===== config.mk =====
export PLATFORM = sky130hd
export DESIGN_NAME = instr_fetch_unit
export DESIGN_NICKNAME = d
export VERILOG_FILES = /design/src/rtl/instr_fetch_unit.sv
export SDC_FILE = /design/constraint.sdc
export NUM_CORES = 1
export LEC_CHECK = 0
export ABC_AREA = 1
export BUFFER_PORTS_ARGS = -buffer_cell sky130_fd_sc_hd__buf_2
export CORE_MARGIN = 10
export CORE_UTILIZATION = 50
export DETAILED_ROUTE_END_ITERATION = 12
export GPL_ROUTABILITY_DRIVEN = 0
export PLACE_DENSITY_LB_ADDON = 0.2
export SLEW_MARGIN = 5
export SYNTH_ARGS = -nofsm -noshare
export SYNTH_HDL_FRONTEND = slang
export SYNTH_SLANG_ARGS = --single-unit

===== constraint.sdc =====
create_clock -name clk -period 7.95 [get_ports clk]
set_clock_uncertainty 0.1 [all_clocks]
set_input_delay 1.59 -clock clk [delete_from_list [all_inputs] [get_ports clk]]
set_output_delay 1.59 -clock clk [all_outputs]
set_load 0.01 [all_outputs]

===== src/rtl/instr_fetch_unit.sv =====
// Instruction fetch stage: PC, single-outstanding I-cache requests, 2-entry
// instruction FIFO and redirect/drain handling. Optional macro: FETCH_JAL_PREDICT_EN.
module instr_fetch_unit #(
    parameter int unsigned     BITS     = 32,
    parameter logic [BITS-1:0] RESET_PC = '0
) (
    input  logic            clk,
    input  logic            rst,
    output logic            ic_req,
    output logic [BITS-1:0] ic_addr,
    input  logic            ic_ready,
    input  logic [BITS-1:0] ic_rdata,
    input  logic            redirect_valid,
    input  logic [BITS-1:0] redirect_pc,
    output logic            instr_valid,
    input  logic            instr_ready,
    output logic [BITS-1:0] instr,
    output logic [BITS-1:0] instr_pc,
    output logic [6:0]      Opcode,
    output logic [2:0]      Funct3,
    output logic [6:0]      Funct7,
    output logic            instr_pred_taken
);

    typedef enum logic [1:0] {IDLE, FETCH, FULL, DRAIN} state_t;

    state_t          state_q, state_d;
    logic [BITS-1:0] pc_q, pc_d;
    logic [BITS-1:0] drain_addr_q, drain_addr_d;

    logic [BITS-1:0] fifo_instr_q [2];
    logic [BITS-1:0] fifo_pc_q    [2];
    logic            fifo_pred_q  [2];
    logic            rd_ptr_q, wr_ptr_q;
    logic [1:0]      count_q, count_d;

    logic            complete, push, pop;
    logic [1:0]      count_after;
    logic [BITS-1:0] next_pc;
    logic            pred_taken;

    assign ic_req   = (state_q == FETCH) || (state_q == DRAIN);
    assign complete = ic_req && ic_ready;
    assign pop      = instr_valid && instr_ready;
    assign push     = (state_q == FETCH) && complete && !redirect_valid;

    always_comb begin
        ic_addr = '0;
        if (state_q == FETCH)
            ic_addr = pc_q;
        else if (state_q == DRAIN)
            ic_addr = drain_addr_q;
    end

`ifdef FETCH_JAL_PREDICT_EN
    logic            is_jal;
    logic [BITS-1:0] jal_imm;
    assign is_jal  = (ic_rdata[6:0] == 7'b110_1111);
    assign jal_imm = {{(BITS-20){ic_rdata[31]}}, ic_rdata[19:12], ic_rdata[20],
                      ic_rdata[30:21], 1'b0};
    assign pred_taken = is_jal;
    assign next_pc    = is_jal ? (pc_q + jal_imm) : (pc_q + BITS'(4));
`else
    assign pred_taken = 1'b0;
    assign next_pc    = pc_q + BITS'(4);
`endif

    assign count_after = count_q + {1'b0, push} - {1'b0, pop};

    always_comb begin
        state_d      = state_q;
        pc_d         = pc_q;
        drain_addr_d = drain_addr_q;
        count_d      = count_after;
        case (state_q)
            IDLE:  state_d = FETCH;
            FETCH: begin
                if (complete) begin
                    pc_d = next_pc;
                    if (count_after > 2'd1)
                        state_d = FULL;
                end
            end
            FULL:  if (count_after == 2'd1) state_d = FETCH;
            DRAIN: if (complete) state_d = FETCH;
            default: state_d = IDLE;
        endcase
        // Redirect overrides everything; an unfinished request must still be
        // drained at its original address before the new target is issued.
        if (redirect_valid) begin
            pc_d    = {redirect_pc[BITS-1:2], 2'b00};
            count_d = '0;
            if (ic_req && !ic_ready) begin
                state_d = DRAIN;
                if (state_q != DRAIN)
                    drain_addr_d = pc_q;
            end else begin
                state_d = FETCH;
            end
        end
    end

    always_ff @(posedge clk or posedge rst) begin
        if (rst) begin
            state_q         <= IDLE;
            pc_q            <= RESET_PC;
            drain_addr_q    <= '0;
            count_q         <= '0;
            rd_ptr_q        <= 1'b0;
            wr_ptr_q        <= 1'b0;
            fifo_instr_q[0] <= '0;
            fifo_instr_q[1] <= '0;
            fifo_pc_q[0]    <= '0;
            fifo_pc_q[1]    <= '0;
            fifo_pred_q[0]  <= 1'b0;
            fifo_pred_q[1]  <= 1'b0;
        end else begin
            state_q      <= state_d;
            pc_q         <= pc_d;
            drain_addr_q <= drain_addr_d;
            count_q      <= count_d;
            if (push) begin
                fifo_instr_q[wr_ptr_q] <= ic_rdata;
                fifo_pc_q[wr_ptr_q]    <= pc_q;
                fifo_pred_q[wr_ptr_q]  <= pred_taken;
            end
            if (redirect_valid) begin
                rd_ptr_q <= 1'b0;
                wr_ptr_q <= 1'b0;
            end else begin
                rd_ptr_q <= rd_ptr_q ^ pop;
                wr_ptr_q <= wr_ptr_q ^ push;
            end
        end
    end

    assign instr_valid      = (count_q != 2'd0);
    assign instr            = instr_valid ? fifo_instr_q[rd_ptr_q] : '0;
    assign instr_pc         = instr_valid ? fifo_pc_q[rd_ptr_q]    : '0;
    assign instr_pred_taken = instr_valid && fifo_pred_q[rd_ptr_q];
    assign Opcode           = instr[6:0];
    assign Funct3           = instr[14:12];
    assign Funct7           = instr[31:25];

endmodule


### Word level (Yosys, flattened, before mapping)

Cells that the tools add are included.

* add/sub/neg operators: 3
* $mul: 0
* div/mod/pow operators: 0
* $lt $le $gt $ge: 4
* eq/ne operators: 9
* shift operators: 0
* mux-type cells: 32
* bitwise logic cells: 6
* reduce and logical (&&, ||, !) cells: 17

Operator list (count)
* $mux W32: 14
* $bwmux W64: 2
* $add A32 B3 Y32 const B: 1
* $demux W32 S1: 1
* $mux W2: 7
* $ne A3 B3 Y1 const B: 3
* $pmux W2 S4: 1
* $logic_and A1 B1 Y1: 7
* $mux W1: 6
* $reduce_bool A2 Y1: 3
* $eq A2 B1 Y1 const B: 2
* $eq A2 B2 Y1 const B: 2
* $ge A2 B2 Y1 const B: 2
* $not A1 Y2: 2
* $reduce_and A4 Y1: 1
* $ne A3 B2 Y1 const B: 1
* $reduce_and A3 Y1: 1
* $add A2 B1 Y2: 1
* $and A2 B2 Y2: 1
* $gt A2 B1 Y1 const B: 1
* $logic_not A1 Y1: 2
* $logic_not A2 Y1: 1
* $lt A2 B1 Y1 const B: 1
* $ne A2 B2 Y1 const B: 1
* other kinds (6): 7

* bits in registers: 200
* latch bits: 0
* RAM bits: 0
* memory bits (read-only): 0
* bits of input ports: 69
* output and inout bits: 116
* logic and storage cells: 83
* memories: 0

### Logic depth before layout (Yosys ltp)

Gate-level depths: netlist of the first run.

* depth after elaboration: 12
* gate-level depth with buffers: 16

### Least setup slack after synthesis of the first run

Ideal clock, no wire load.

* path kind: input to register
* from: input ic_ready
* to: register fifo_instr_q[39] in the netlist's numbering
* library setup time: 125 ps
* arrival: 3074 ps
* setup slack: 4651 ps
* cell stages on the path: 9
* path buffers: 3
* cell sequence: inv_1 -> nor2_8 -> inv_4 -> nor2_4 -> buf_4 -> ha_1 -> buf_2 -> buf_2 -> mux2_2

* word-level cells in the longest chain between the ends: 3

Ends and longest elaborated chain
* start: declaration: RTL line 11 `input logic ic_ready,`
* $logic_and A1 B1 Y1: RTL line 43 `assign complete = ic_req && ic_ready;`
* $logic_and A1 B1 Y1 (2 in series): RTL line 45 `assign push = (state_q == FETCH) && complete && !redirect_valid;`
* via push: RTL line 37 `logic complete, push, pop;`
* end signal: indexed assignment: RTL line 123 `fifo_instr_q[wr_ptr_q] <= ic_rdata;`
* end: declaration: RTL line 31 `logic [BITS-1:0] fifo_instr_q [2];`

The timed path passes the listed nets, and every way through them passes these cells.
A chain may end at the register's enable or synchronous reset.

### Worst setup path after layout of the first run

* from: register count_q[1]
* to: output Opcode[5]

* word-level cells in the longest chain between the ends: 2

Ends and longest elaborated chain
* start: declaration: RTL line 35 `logic [1:0] count_q, count_d;`
* start signal: assignment: RTL line 121 `count_q <= count_d;`
* $reduce_bool A2 Y1: RTL line 137 `assign instr_valid = (count_q != 2'd0);`
* $mux W32: RTL line 138 `assign instr = instr_valid ? fifo_instr_q[rd_ptr_q] : '0;`
* end: declaration: RTL line 19 `output logic [6:0] Opcode,`

No other way between the ends.

==> summary.log, run 1 <==
qor: synthesis.synth_area_leaders dfrtp_1 (50%), nand2_1 (11%), a21oi_1 (6.7%)
qor: clock_tree.worstSkewPairLatency 0.43 ns
qor: clock_tree.clkSinkCount 192
qor: routing.detailedRoute.firstIterationViolations 557
qor: floorplanning.die-height 158.5 um
qor: critical_path.timing.critical_path.max_delay_family buffers and inverters
qor: sta.timing_hold_violations_final 0
qor: synthesis.yosys.cell_count.top_type nand2_1
qor: finish.antenna-diode-count 0
qor: synthesis.synth-edff-count 0
qor: worst_hold_path.worstHoldPathCells 2
qor: power.cell_internal_pwr 0.002509 W
qor: floorplanning.die_area 25,130 um2
qor: routing.detail_route.drc_violations 0
qor: worst_hold_path.hold_path.class flip-flop to flip-flop
qor: synthesis.postSynthCellCount 1,196
qor: critical_path.critical_path_class flip-flop to output pin
qor: critical_path.timing.critical_path.depth 6
qor: critical_path.cp_data_required_time 6.26 ns
qor: clock_tree.max-clock-path-buffers 2
qor: synthesis.post_synth_cell_types 35
qor: critical_path.crit_path_cells nor2_2 > buf_4 > inv_1 > o21ai_0 > a21oi_1 > buf_2
qor: power.p_comb_share 42.6%
qor: synthesis.muxShareOfSynthArea 3.755%
qor: synthesis.synth_simple_gate_area_share 22.28%
qor: clock_tree.postCtsSetupRepairBufs 0
qor: critical_path.critical_path.slowest_cell inv_1
qor: synthesis.synth_xor_xnor_area_share 0.4563%
qor: synthesis.ys.warnings.count 0
qor: critical_path.end_kind output pin
qor: routing.postRouteAntennaNets 0
qor: routing.routed_via_density 5.361
qor: critical_path.rr_startpoint state_q[1]$_DFFE_PP0P_
qor: worst_hold_path.hp-start drain_addr_q[10]$_DFFE_PP0P_
qor: clock_tree.cts_hold_buf 0
qor: sta.setup_viol_count_final 0
qor: sta.fin_setup_tns 0 ns
qor: job.drv_cap 0
qor: synthesis.synth_compound_area_share 14.39%
qor: power.p_total 0.004303 W
qor: synthesis.post_synth_arst_share 100.0%
qor: sta.slew-limit-headroom 28.24%
qor: synthesis.ys_seq_area_share 50.07%
qor: routing.wire_per_inst 16.31 um
qor: synthesis.mean_post_synth_cell_area 8.024 um2
qor: grt.gr-usage-all-layers 20.04%
qor: floorplanning.die_width 158.5 um
qor: finish.finalNetCount 1,387
qor: critical_path.cp_max_fo 35
qor: critical_path.critical_path.n_buffers_inverters 3
qor: critical_path.max_stage_delay 0.82 ns
qor: critical_path.worst-r2r-cell-count 8
qor: synthesis.synth_top_area_cell dfrtp_1
qor: routing.routed_wirelength 25,450 um
qor: power.power.switching_fraction 41.69%
qor: power.vdd_drop_max 0.0002007 V
qor: finish.drive_gt1_share 20.97%
qor: floorplanning.design.portCount 185
qor: power.clkPwrFrac 19.4%
qor: grt.vias_in_the_first_global_route 7,672
qor: power.power.switching 0.001794 W
qor: sta.worst_pin_slew 1.075 ns
qor: grt.globalRoute.totalOverflow 0
qor: synthesis.synth_adder_area_share 0.6519%
qor: synthesis.synth_seq_cells 192
qor: floorplanning.row_count 50
qor: power.seqPwrFrac 38.0%
qor: power.cellPowerDensity 391.3 nW/um2
qor: sta.final.min_clock_period 4.310 ns
qor: run_status.outcome finished clean
qor: critical_path.critical_path_start_type flip-flop
qor: grt.grt_pass1_wl 40,130 um
qor: finish.syn2layout_area_growth 14.58%
qor: sta.achievable-frequency 0.2320 GHz
qor: grt.grt_max_degree 100
qor: floorplanning.initial_utilization 51.13%
qor: sta.drv_slew 0
qor: clock_tree.cts_repair_resize_count 0
qor: floorplanning.floorplan.core_area 18,770 um2
qor: clock_tree.cts_made_buffers 17
qor: synthesis.synth_top_flop_cell dfrtp_1
qor: grt.antenna_found_initial 0
qor: clock_tree.clkSlewWorstSetupHoldPaths 0.08 ns
qor: clock_tree.cts_root_buffer clkbuf_16
qor: placement.detailed_place_hpwl 17,720 um
qor: synthesis.yosys-top-cells-count nand2_1 (269), dfrtp_1 (192), nor2_1 (132)
qor: critical_path.cp-startpoint count_q[1]$_DFF_PP0_
qor: clock_tree.maximum_level_of_the_cts_h_tree 4
qor: clock_tree.clock_tree_from_tritoncts built
qor: synthesis.synth_top_family_by_area simple AND/OR/NAND/NOR gates
qor: synthesis.synth_area 9597 um2
qor: placement.total_of_buffers_placed_on_input_and_output_ports 178
qor: sta.finalCritPeriodShare 54.21%
qor: routing.routed_vias 8,363
qor: critical_path.crit_arrival 2.62 ns
qor: sta.rsz0062_at_grt false
qor: synthesis.synth_top_area_share 50.07%
qor: power.total_leakage_power 5.419 nW
qor: routing.first_pass_iteration_count_of_the_detailed_router 5
state kept, by name (all words and copies together) (netlist names):
register      count
fifo_instr_q     64
fifo_pc_q        60
drain_addr_q     30
pc_q             30
count_q           2
fifo_pred_q       2
state_q           2
rd_ptr_q          1
wr_ptr_q          1
cells in the final DEF, fill, tap and decap left out, types with 3 or more instances in the layout:
| cell | count |
|---|---|
| nor2_1 | 131 |
| o211ai_1 | 4 |
| buf_4 | 9 |
| mux2_2 | 32 |
| clkinv_2 | 3 |
| xor2_1 | 5 |
| nor2_4 | 6 |
| ha_1 | 3 |
| clkbuf_16 | 17 |
| a21oi_1 | 129 |
| inv_6 | 4 |
| conb_1 | 4 |
| nor2_2 | 4 |
| inv_2 | 4 |
| clkinvlp_4 | 4 |
| o21ai_0 | 126 |
| inv_1 | 81 |
| nor3_1 | 4 |
| nand3_1 | 84 |
| o22ai_1 | 3 |
| o21ai_1 | 7 |
| dfrtp_1 | 191 |
| nand2_1 | 269 |
| buf_2 | 178 |
worst register-to-register path: cells and delay by family, from the launching register on:
family                   cells  cell delay [ns]
adder cells (fa/ha/maj)      1             0.46
AND/OR/NAND/NOR              3             0.84
buffers and inverters        3             0.82
multiplexers                 1             0.43
flip-flops                   1             0.40
layer usage:
metal | wire length, um | up-vias | global-route usage, % | share of wire, %
li1 | - | 4093 | - | -
met1 | 11640 | 3988 | 27.40 | 46
met2 | 11680 | 258 | 31.77 | 46
met3 | 1733 | 24 | 4.101 | 6.8
met4 | 391 | 0 | 5.293 | 1.5
met5 | 0 | - | 0 | 0
worst paths after layout:
kind                                           endpoint  slack (ns)
hold reg to reg            drain_addr_q[10]$_DFFE_PP0P_        0.38
setup reg to reg           fifo_instr_q[53]$_DFFE_PP0P_        4.79
setup / recovery                              Opcode[5]        3.64
min in group asynchronous      fifo_pc_q[6]$_DFFE_PP0P_        1.13
max in group asynchronous     fifo_pc_q[16]$_DFFE_PP0P_        5.29
hold / removal             drain_addr_q[10]$_DFFE_PP0P_        0.38
power groups by stage:
stage / clock network (W) / registers [W] / logic [W]
6_report: 0.000837 / 0.00163 / 0.00183
5_1_grt: 0.000894 / 0.00169 / 0.00205
4_1_cts: 0.000853 / 0.00164 / 0.00186
3_5_place_dp: 0 / 0.00165 / 0.00185
3_3_place_gp: 0 / 0.00163 / 0.00182
2_1_floorplan: 0 / 0.00159 / 0.00127
logic make-up after synthesis:
kind of cell,Yosys count
flops,192
simple gates,509
other cells,1
xor+xnor,5
buf+inv,180
mux,32
compound gates,272
fa+ha+maj,5
metrics by stage:
step           utilization (%)  setup slack [ns]  hold WS (ns)  cells  area [um2]
5_1_grt                  58.59             3.435        0.4086   1560       11000
6_report                 58.59             3.640        0.3844   1560       11000
3_3_place_gp             55.55             3.734        0.3661   1528       10430
2_1_floorplan                -             1.033        0.3470   1199        9608
3_5_place_dp             55.55             3.707        0.3727   1528       10430
4_1_cts                  58.59             3.624        0.3896   1560       11000
area by class of cell:
class                   count  area (um2)
fillers                  1813        7772
clock buffers              18       439.2
multi-input cells         827        4029
flip-flops and latches    192        4806
inverters                  88       340.3
clock inverters            14       130.1
repair buffers            187       958.4
well taps                 234       292.8
(Power assumes the default switching activity.)
==> run 2, diff against run 1 <==
Clock period 7.95 ns to 4 ns, I/O delays scaled along.
==> run 2 against run 1 <==
Effect of this change:
- final area is 1.2% higher
- first-iteration DRC count is 5.6% higher
- register-to-register slack worse by 3.5 ns
- critical path type unchanged
- core utilization is 0.69 points higher
- critical endpoint is now instr[30]
- combinational power is 99% higher
==> summary.log, run 2 (synthesis results as in run 1) <==
qor: grt.antenna_found_initial 0
qor: routing.first_pass_iteration_count_of_the_detailed_router 5
qor: clock_tree.clock_tree_from_tritoncts built
qor: sta.final.min_clock_period 3.164 ns
qor: routing.wire_per_inst 16.11 um
qor: critical_path.regToRegEndpoint state_q[1]$_DFFE_PP0P_
qor: critical_path.rr_startpoint state_q[1]$_DFFE_PP0P_
qor: sta.finalCritPeriodShare 79.11%
qor: run_status.outcome finished clean
qor: floorplanning.design.portCount 185
qor: clock_tree.clkSinkCount 192
qor: power.cellPowerDensity 775.2 nW/um2
qor: placement.total_of_buffers_placed_on_input_and_output_ports 178
qor: sta.worst_pin_slew 1.057 ns
qor: critical_path.worst-r2r-cell-count 16
qor: critical_path.timing.reg2reg.setup_slack 1.27 ns
qor: finish.nFillCells 1,749
qor: routing.routed_wirelength 25,260 um
qor: floorplanning.floorplan.core_area 18,770 um2
qor: grt.gr-usage-all-layers 19.99%
qor: placement.detailed_place_hpwl 17,770 um
qor: sta.achievable-frequency 0.3160 GHz
qor: worst_hold_path.hp-start drain_addr_q[13]$_DFFE_PP0P_
qor: critical_path.critical_path_start_type flip-flop
qor: sta.setup_viol_count_final 0
qor: critical_path.cp-startpoint count_q[1]$_DFF_PP0_
qor: clock_tree.cts_repair_resize_count 0
qor: floorplanning.die-height 158.5 um
qor: clock_tree.max-clock-path-buffers 2
qor: routing.detail_route.drc_violations 0
qor: sta.slew-limit-headroom 29.44%
qor: critical_path.critical_path_class flip-flop to output pin
qor: finish.post-route-util 59.28%
qor: clock_tree.postCtsSetupRepairBufs 0
qor: finish.drive_gt1_share 21.44%
qor: routing.routed_via_density 5.284
qor: worst_hold_path.hold_path.class flip-flop to flip-flop
qor: job.drv_cap 0
qor: clock_tree.clkSlewWorstSetupHoldPaths 0.07 ns
qor: routing.detailedRoute.firstIterationViolations 588
qor: finish.layout.cells.most_common_list nand2_1 (269), dfrtp_1 (191), buf_2 (178)
qor: sta.timing_hold_violations_final 0
qor: routing.postRouteAntennaNets 0
qor: finish.multi_input_gate_area_in_the_final_layout 4029 um2
qor: sta.fin_setup_tns 0 ns
qor: finish.final-seq-area 4806 um2
qor: finish.finalNetCount 1,395
qor: finish.final_common_cell nand2_1
qor: critical_path.cp_max_fo 35
qor: finish.biggestRegsByFlops fifo_instr_q (64), fifo_pc_q (60)
qor: floorplanning.die_area 25,130 um2
qor: finish.syn2layout_area_growth 15.93%
qor: power.total_leakage_power 5.486 nW
qor: critical_path.end_kind output pin
qor: clock_tree.cts_hold_buf 0
qor: floorplanning.initial_utilization 51.13%
qor: routing.routed_vias 8,286
qor: floorplanning.die_width 158.5 um
qor: clock_tree.worstSkewPairLatency 0.43 ns
qor: grt.globalRoute.totalOverflow 0
qor: critical_path.cp-endpoint instr[30]
qor: sta.rsz0062_at_grt false
qor: sta.drv_slew 0
qor: power.vdd_drop_max 0.0003763 V
qor: grt.grt_max_degree 100
qor: finish.max_reg_flops 64
qor: finish.antenna-diode-count 0
qor: clock_tree.cts_made_buffers 17
qor: clock_tree.cts_root_buffer clkbuf_16
qor: grt.vias_in_the_first_global_route 7,889
qor: critical_path.crit_arrival 2.26 ns
qor: floorplanning.row_count 50
qor: grt.grt_pass1_wl 40,430 um
qor: clock_tree.maximum_level_of_the_cts_h_tree 4
qor: finish.largest_register_by_flop_count fifo_instr_q
qor: critical_path.cp_data_required_time 3.10 ns
## run 2: cell count changes in the layout (fill, tap and decap cells not counted), sizes merged
cell    previous run  this run
clkinv             5         3
bufinv             1         2
buf              187       195
clkbuf            18        19
## run 2: power by group
part	switching (W)	internal [W]	leakage, nW
combinational	0.00233	0.00131	2.93
clock	0.000761	0.000968	0.290
sequential	0.000443	0.00281	2.27
total	0.00354	0.00509	5.49
## run 2: how the worst min path moves through the flow
stage / cells after the start / to / slack (ns)
2_1_floorplan: 1 / fifo_pred_q[0]$_DFFE_PP0P_ / 0.35
3_3_place_gp: 2 / drain_addr_q[22]$_DFFE_PP0P_ / 0.37
3_5_place_dp: 2 / drain_addr_q[13]$_DFFE_PP0P_ / 0.37
4_1_cts: 2 / drain_addr_q[13]$_DFFE_PP0P_ / 0.39
5_1_grt: 2 / drain_addr_q[2]$_DFFE_PP0P_ / 0.41
6_report: 2 / drain_addr_q[13]$_DFFE_PP0P_ / 0.39
## run 2: layout make-up
class | count | share of cell area (%)
inverter | 88 | 3.048
sequential | 192 | 43.20
timing repair buffer | 195 | 9.492
multi-input combinational | 827 | 36.21
clock buffer | 19 | 4.071
tap | 234 | 2.632
clock inverter | 13 | 1.350
## run 2: layer usage
metal | GRT usage [%] | share of wire, % | vias up
li1 | - | - | 4106
met1 | 28.13 | 46 | 3884
met2 | 30.30 | 45 | 263
met3 | 3.481 | 6.3 | 33
met4 | 7.278 | 2.2 | 0
met5 | 0 | 0 | -
## run 2: worst max-delay path, stage by stage (launching register included)
cell and delay (ns):
dfrtp_1 0.37, nor2_2 0.05, inv_1 0.75, o21ai_0 0.23, a21oi_1 0.25, buf_2 0.18
## run 2: per-stage QoR
stage | power [W] | hold WS, ns | instance area, um2 | instances | worst slack, ns
global placement | 0.006858 | 0.3658 | 10520 | 1536 | 1.044
global route | 0.009327 | 0.4103 | 11130 | 1568 | 0.6432
detailed placement | 0.006956 | 0.3725 | 10520 | 1536 | 1.024
CTS | 0.008717 | 0.3906 | 11130 | 1568 | 0.8163
finish | 0.008625 | 0.3883 | 11130 | 1568 | 0.8358
floorplan | 0.005700 | 0.3470 | 9612 | 1199 | 0.6236
==> run 3, diff against run 2 <==
Clock period 4 ns to 3.17 ns, I/O delays scaled along.
==> run 3 against run 2 <==
Effect of this change:
- die area did not move
- core utilization rose by 0.15 points
- power rose by 25%
- combinational power rose by 27%
- critical path depth rose by 11
- final area rose by 0.26%
- largest power group unchanged
- wire length rose by 0.26%
- via count rose by 1.2%
- first-iteration DRC count rose by 14%
- global-route usage rose by 0.14 points
- critical endpoint is now state_q[1]$_DFFE_PP0P_
- sequential share of layout area fell by 0.11 points
- register-to-register slack got worse by 0.78 ns
==> summary.log, run 3 (synthesis results as in run 1) <==
qor: placement.count_of_placed_standard_cells_including_taps 1,542
qor: routing.routed_via_density 5.329
qor: sta.rsz0062_at_grt false
qor: critical_path.critical_path_start_type flip-flop
qor: grt.grt_max_degree 77
qor: clock_tree.max-clock-path-buffers 2
qor: grt.vias_in_the_first_global_route 7,970
qor: floorplanning.floorplan.core_area 18,770 um2
qor: routing.first_pass_iteration_count_of_the_detailed_router 6
qor: sta.setup_viol_count_final 0
qor: run_status.outcome finished clean
qor: clock_tree.cts_hold_buf 0
qor: finish.max_reg_flops 64
qor: floorplanning.die_area 25,130 um2
qor: grt.globalRoute.totalOverflow 0
qor: sta.slew-limit-headroom 59.80%
qor: clock_tree.cts_repair_resize_count 0
qor: finish.antenna-diode-count 0
qor: grt.gr-usage-all-layers 20.13%
qor: power.total_leakage_power 5.502 nW
qor: critical_path.crit_path_cells inv_2 > nand2_4 > nor2_8 > inv_4 > nor2_4 > inv_2 > ha_1 > inv_1 > ha_1 > inv_1 > nand3_1 > nand3_1 > nand2_1 > nand3_1 > nand2_1 > nand2_1
qor: finish.syn2layout_area_growth 16.23%
qor: sta.final.min_clock_period 2.684 ns
qor: placement.place_worst_setup_slack 0.3859 ns
qor: finish.layout.cells.most_common_list nand2_1 (269), dfrtp_1 (191), buf_2 (178)
qor: clock_tree.clkSinkCount 192
qor: floorplanning.die-height 158.5 um
qor: clock_tree.cts_made_buffers 17
qor: grt.antenna_found_initial 0
qor: finish.layoutNonFillerInstCount 1,574
qor: finish.finalInstanceArea 11,150 um2
qor: floorplanning.initial_utilization 51.13%
qor: clock_tree.worstSkewPairLatency 0.43 ns
qor: placement.placed_cell_area 10,610 um2
qor: clock_tree.clock_tree_from_tritoncts built
qor: clock_tree.clkSlewWorstSetupHoldPaths 0.07 ns
qor: placement.total_of_buffers_placed_on_input_and_output_ports 178
qor: sta.worst_pin_slew 0.6030 ns
qor: routing.detailedRoute.firstIterationViolations 669
qor: sta.finalCritPeriodShare 84.68%
qor: routing.postRouteAntennaNets 0
qor: clock_tree.cts_root_buffer clkbuf_16
qor: grt.grt_pass1_wl 40,700 um
qor: placement.detailed_place_hpwl 18,290 um
qor: routing.wire_per_inst 16.09 um
qor: finish.final_common_cell nand2_1
qor: job.drv_cap 0
qor: critical_path.crit_arrival 2.90 ns
qor: clock_tree.postCtsSetupRepairBufs 0
qor: clock_tree.maximum_level_of_the_cts_h_tree 4
qor: critical_path.end_kind flip-flop
qor: power.vdd_drop_max 0.0004852 V
qor: power.cellPowerDensity 965.1 nW/um2
qor: critical_path.max_stage_delay 0.39 ns
qor: finish.biggestRegsByFlops fifo_instr_q (64), fifo_pc_q (60)
qor: sta.achievable-frequency 0.3725 GHz
qor: sta.drv_slew 0
qor: sta.timing_hold_violations_final 0
qor: worst_hold_path.hold_path.class primary input to async pin
qor: routing.routed_wirelength 25,330 um
qor: floorplanning.row_count 50
qor: finish.post-route-util 59.43%
qor: critical_path.critical_path_class flip-flop to flip-flop
qor: finish.drive_gt1_share 21.79%
qor: critical_path.cp_max_fo 33
qor: finish.largest_register_by_flop_count fifo_instr_q
qor: routing.detail_route.drc_violations 0
qor: critical_path.cp_data_required_time 3.39 ns
qor: floorplanning.die_width 158.5 um
qor: routing.routed_vias 8,388
qor: floorplanning.design.portCount 185
qor: sta.timing.final.ws_setup 0.4856 ns
qor: critical_path.critical_path.slowest_cell dfrtp_1
qor: finish.finalNetCount 1,401
## run 3: changes by cell type in the layout (fill, tap and decap cells not counted), sizes merged
cell / before / now
buf: 195 / 201
inv: 92 / 95
bufinv: 2 / 0
clkbuf: 19 / 17
clkinv: 3 / 5
clkinvlp: 4 / 3
## run 3: layout make-up
| class | count | area, um2 |
|---|---|---|
| Clock inverter | 15 | 123.9 |
| Multi-Input combinational cell | 827 | 4029 |
| Fill cell | 1732 | 7614 |
| Timing Repair Buffer | 201 | 1139 |
| Tap cell | 234 | 292.8 |
| Inverter | 88 | 339.1 |
| Sequential cell | 192 | 4806 |
| Clock buffer | 17 | 425.4 |
## run 3: worst paths after layout
kind | startpoint | to | slack [ns] | cells past startpoint
hold / removal | rst | fifo_instr_q[25]$_DFFE_PP0P_ | 0.15 | 2
hold reg to reg | drain_addr_q[23]$_DFFE_PP0P_ | drain_addr_q[23]$_DFFE_PP0P_ | 0.39 | 2
setup / recovery | state_q[1]$_DFFE_PP0P_ | state_q[1]$_DFFE_PP0P_ | 0.49 | 16
min in group clk | ic_rdata[5] | fifo_instr_q[5]$_DFFE_PP0P_ | 0.32 | 3
setup reg to reg | state_q[1]$_DFFE_PP0P_ | state_q[1]$_DFFE_PP0P_ | 0.49 | 16
max in group asynchronous | rst | rd_ptr_q$_DFF_PP0_ | 1.81 | 3
## run 3: metrics by stage
stage               hold WS (ns)  total power, W  TNS [ns]
CTS                       0.1617         0.01087         0
detailed placement        0.3719        0.008829         0
global placement          0.3649        0.008705         0
global route              0.1783         0.01165         0
floorplan                 0.3470        0.007192    -7.764
finish                    0.1532         0.01077         0
## run 3: worst max-delay path, delay by kind of cell, from the launching register on
kind	cells	cell delay, ns
buffers and inverters	5	0.41
flip-flops	1	0.39
AND/OR/NAND/NOR	9	1.20
adder cells (fa/ha/maj)	2	0.47
## run 3: power breakdown
| part | switching [W] | internal (W) | leakage (nW) |
|---|---|---|---|
| logic | 0.00292 | 0.00170 | 2.97 |
| registers | 0.000588 | 0.00354 | 2.27 |
| clock network | 0.000993 | 0.00103 | 0.268 |
## run 3: routing by layer
metal | up-vias | wire length [um] | GRT usage, %
met4 | 0 | 544 | 6.837
met1 | 3913 | 11600 | 27.99
met5 | - | 0 | 0
met2 | 312 | 11450 | 31.18
li1 | 4127 | - | -
met3 | 36 | 1734 | 3.427
